## config.mk

```make
export PLATFORM = sky130hd
export DESIGN_NAME = win_stats
export DESIGN_NICKNAME = d
export VERILOG_FILES = /design/src/rtl/win_stats.sv
export SDC_FILE = /design/constraint.sdc
export NUM_CORES = 1
export LEC_CHECK = 0
export CAP_MARGIN = 20
export CORE_MARGIN = 2
export CORE_UTILIZATION = 55
export DETAILED_ROUTE_END_ITERATION = 12
export DONT_BUFFER_PORTS = 1
export GPL_TIMING_DRIVEN = 0
export PLACE_DENSITY = 0.72
export SYNTH_ARGS = -nofsm -noshare
export SYNTH_HDL_FRONTEND = slang
export SYNTH_SLANG_ARGS = --single-unit
```

## constraint.sdc

```tcl
create_clock -name clk -period 4 [get_ports clk]
set_clock_uncertainty 0.1 [all_clocks]
set_input_delay 1 -clock clk [delete_from_list [all_inputs] [get_ports clk]]
set_output_delay 1 -clock clk [all_outputs]
set_load 0.01 [all_outputs]
```

## src/rtl/win_stats.sv

```systemverilog
// win_stats: per-block sum, truncated average, max and min over 2^LOG2_WIN samples,
// presented on a valid/ready port and held until accepted.
module win_stats #(
  parameter int DW       = 8,
  parameter int LOG2_WIN = 3
) (
  input  logic                   clk,
  input  logic                   rst,
  input  logic [DW-1:0]          in_data,
  input  logic                   in_valid,
  output logic                   in_ready,
  output logic [DW+LOG2_WIN-1:0] out_sum,
  output logic [DW-1:0]          out_avg,
  output logic [DW-1:0]          out_max,
  output logic [DW-1:0]          out_min,
  output logic                   out_valid,
  input  logic                   out_ready
);
  localparam int SW = DW + LOG2_WIN;
  typedef enum logic {ACCUM, HOLD} state_t;
  state_t state, next_state;
  logic [LOG2_WIN-1:0] cnt;
  logic [SW-1:0] acc_sum, sum_n;
  logic [DW-1:0] acc_max, acc_min, max_n, min_n;
  logic take, last;
  assign take    = in_valid && in_ready;
  assign last    = take && (cnt == '1);
  assign sum_n   = acc_sum + SW'(in_data);
  assign max_n   = in_data > acc_max ? in_data : acc_max;
  assign min_n   = in_data < acc_min ? in_data : acc_min;
  assign out_avg = out_sum[SW-1:LOG2_WIN];
  always_ff @(posedge clk or posedge rst)
    if (rst) state <= ACCUM;
    else state <= next_state;
  always_comb next_state = state == ACCUM ? (last ? HOLD : ACCUM) : (out_ready ? ACCUM : HOLD);
  always_comb begin
    in_ready  = state == ACCUM && !rst;
    out_valid = state == HOLD;
  end
  // The final sample is folded in on the way to the output registers; accumulators restart.
  always_ff @(posedge clk or posedge rst)
    if (rst) begin
      cnt     <= '0;
      acc_sum <= '0;
      acc_max <= '0;
      acc_min <= '1;
      out_sum <= '0;
      out_max <= '0;
      out_min <= '0;
    end else if (take) begin
      cnt     <= cnt + 1'b1;
      acc_sum <= last ? '0 : sum_n;
      acc_max <= last ? '0 : max_n;
      acc_min <= last ? '1 : min_n;
      if (last) begin
        out_sum <= sum_n;
        out_max <= max_n;
        out_min <= min_n;
      end
    end
endmodule

```

==> results of run 1 <==
flip-flops by register name (all words and copies together), names as in the netlist:
register and count:
out_sum 11, out_min 8, acc_sum 11, out_max 8, out_valid 1, cnt 3
acc_max 8, acc_min 8
final cells by class:
| class | instances | area share |
|---|---|---|
| Clock buffer | 14 | 0.0442 |
| Timing Repair Buffer | 1 | 0.00513 |
| Sequential cell | 58 | 0.374 |
| Tap cell | 77 | 0.0247 |
| Inverter | 22 | 0.0212 |
| Multi-Input combinational cell | 282 | 0.483 |
| Buffer | 34 | 0.0449 |
| Clock inverter | 2 | 0.00256 |
power by group through the flow:
stage                     logic (mW)  registers [mW]  clock network, mW
after floorplan                0.866            1.03                  0
after global placement          1.02            1.07                  0
after detailed placement        1.05            1.08                  0
after CTS                       1.06            1.07              0.513
after global routing            1.20            1.10              0.546
final                           1.06            1.07              0.506
path summary, 6_finish.rpt:
check	end	slack (ns)
max	acc_max[6]	1.42
min	acc_sum[0]	0.38
max reg2reg	acc_min[0]	1.50
min reg2reg	acc_sum[0]	0.38
max in group asynchronous	acc_min[2]	2.62
min in group asynchronous	out_max[2]	0.52
kinds of logic after synthesis:
logic type      Yosys count
buf+inv                  56
simple gates            130
xor+xnor                  6
fa+ha+maj                26
flops                    58
mux                       2
compound gates          118
metal layers:
metal	global-route usage	vias up	routed length, um
met5	0	-	0
met4	0.110	0	185
met3	0.0525	15	661
li1	-	1481	-
met2	0.406	104	4190
met1	0.378	1507	4210
through the flow:
step / area, um2 / hold WS [ns]
2_1_floorplan: 3600 / 0.343
3_3_place_gp: 3700 / 0.356
3_5_place_dp: 3720 / 0.366
4_1_cts: 3900 / 0.379
5_1_grt: 3900 / 0.419
6_report: 3900 / 0.379
critical path: stages:
cell	delay [ns]
ha_1	0.30
nand4_1	0.20
nand2b_1	0.28
nand2_1	0.10
buf_2	0.23
nand2_1	0.23
o311ai_1	0.34
cell usage after synthesis (all sizes together), types with 13 or more instances:
library cell	n	area, um2
nor2	29	109
a21oi	13	65.1
a211oi	13	103
a31oi	15	93.8
buf	20	123
dfrtp	50	1250
o21ai	23	115
nand3	20	100
clkbuf	14	52.6
o211ai	17	128
ha	25	313
inv	22	82.6
nand2	41	154
==> metrics.txt, run 1 <==
Diodes inserted 0; Post-synth EDFFs 0; Hold Path Origin acc_sum[0]; crit path kind in -> reg; clock network fraction of design power 0.192; Initial Utilization 0.567; Post-Synth Simple-Gate Area 0.178; switching share of total power 0.402; Power per Cell Area 675 nW/um2; #FFs+latches synth 58; 1st-iter DRT viols 281; Multi-input gate area 1880 um2; outcome complete, no violations; combinational family with the most area after synthesis compound AO/OA/AOI/OAI gates; Final Cycle Share 0.644; Mapped Nets 434; final core utilization 0.615; crit start category input port; Pre-antenna DRT Iters 5; core area 6350 um2; leading cell type in the layout, fill and taps excluded dfrtp_1; TritonCTS Buffers 9; first-pass GRT wire length 15100 um; non-filler cells, final 490; setup TNS 0 ns; synth warn 0; Leakage 1.77 nW; via count 3107; Post-Synth XOR/XNOR Area 0.0146; max cap viols 0; final WL 9250 um; post-CTS resize count 0; combinational share of power 0.403; H-tree level count 3; Critical R2R Launch acc_min[6]; Avg Cell Area, Syn 9.10 um2; worst endpoint data arrival time 2.69 ns; worst min path class reg -> reg; dpl ws 1.11 ns; clock slew at reported path FFs 0.06 ns; ANT nets after route 0; sequential share of power 0.405; Setup WS post-layout 1.42 ns; peak supply drop 408 uV; Die Width 84.9 um; commonest non-fill, non-tap cells in the layout 50 x dfrtp_1, 41 x nand2_1, 29 x nor2_1, 25 x ha_1, 21 x inv_1; Hold Path Stages 2; Crit. Startpoint in_data[7]; Die Y 84.9 um; Cells after Synth 396; fin crit period 2.58 ns; Post-CTS Setup Bufs 0; placed cell count 474; Hold-fix buffers, CTS 0; Pins Over Slew Limit 0; Worst Path Required 4.11 ns; worst skew pair latency 0.34 ns; number of fillers in the final layout 544; CTS tree built; initial antenna violation count 0; CTS root buffer clkbuf_8; WL/cell 18.9 um; asr flop ratio synth 1.00; Post-synth top flop dfrtp_1; clk buf depth 2; final setup vio count 0; mux cell area share after synthesis 0.00556; GRT overflow 0; Vias/cell 6.34; Pwr Total 2.63 mW; Worst Path Max Fanout 10; Max transition margin 0.583; Net Switching 1.06 mW; hpwl dp 6580 um; Area Overhead vs Synth 8.30%; GPL Wtd Cong 0.870; Die Area 7210 um2; share of cells above drive strength 1 0.119; Fmax 388 MHz; Tightest Pin Transition 0.624 ns; I/O pin count 49; RSZ-0062 raised after global routing false; register area share after synthesis 0.406; # rows 29; Tot GR Track Use 0.268; number of remaining DRC errors 0; pin count of the biggest net entering global routing 31; R2R cell count 8; Yosys cell types 51; post-synthesis instance area 3600 um2; Post-Synth Adder-Cell Area 0.0924; number of global-route vias before repair 3011; FF/Latch Area 1460 um2; nets 446; internal power 1.57 mW; # clock sinks 58; CP endpoint kind flip-flop; final hold vios 0; complex-gate fraction of the synthesized area 0.232; Port Buffer Count 0
Note: power is estimated with default switching activity, not from simulation.
==> run 2: changes to the inputs <==
==> constraint.sdc (replaced) <==
create_clock -name clk -period 2.7 [get_ports clk]
set_clock_uncertainty 0.1 [all_clocks]
set_input_delay 0.675 -clock clk [delete_from_list [all_inputs] [get_ports clk]]
set_output_delay 0.675 -clock clk [all_outputs]
set_load 0.01 [all_outputs]
==> results of run 2 <==
The final DEF is identical to that of run 1. Status: complete, no violations.
Among the figures that moved: setup slack after placement 1.11 ns -> 0.134 ns; clock-pin slew on the worst setup and hold paths 0.06 ns -> 0.07 ns; setup slack after layout 1.42 ns -> 0.204 ns; hold slack 0.379 ns -> 0.197 ns; start point of the critical path in_data[7] -> acc_min[6]; end point of the critical path acc_max[6] -> acc_min[0]; register-to-register setup slack 1.50 ns -> 0.20 ns; total power 2.63 mW -> 3.90 mW; worst IR drop on VDD 408 uV -> 604 uV
==> run 3: changes to the inputs <==
--- a/config.mk
+++ b/config.mk
@@ -8,6 +8,7 @@
 export CAP_MARGIN = 20
 export CORE_MARGIN = 2
 export CORE_UTILIZATION = 55
+export CTS_CLUSTER_DIAMETER = 150
 export DETAILED_ROUTE_END_ITERATION = 12
 export DONT_BUFFER_PORTS = 1
 export GPL_TIMING_DRIVEN = 0
==> results of run 3 <==
The final DEF is identical to that of run 1. Status: complete, no violations.
Among the figures that moved: setup slack after placement 1.11 ns -> 0.134 ns; clock-pin slew on the worst setup and hold paths 0.06 ns -> 0.07 ns; setup slack after layout 1.42 ns -> 0.204 ns; hold slack 0.379 ns -> 0.197 ns; start point of the critical path in_data[7] -> acc_min[6]; end point of the critical path acc_max[6] -> acc_min[0]; register-to-register setup slack 1.50 ns -> 0.20 ns; total power 2.63 mW -> 3.90 mW; worst IR drop on VDD 408 uV -> 604 uV
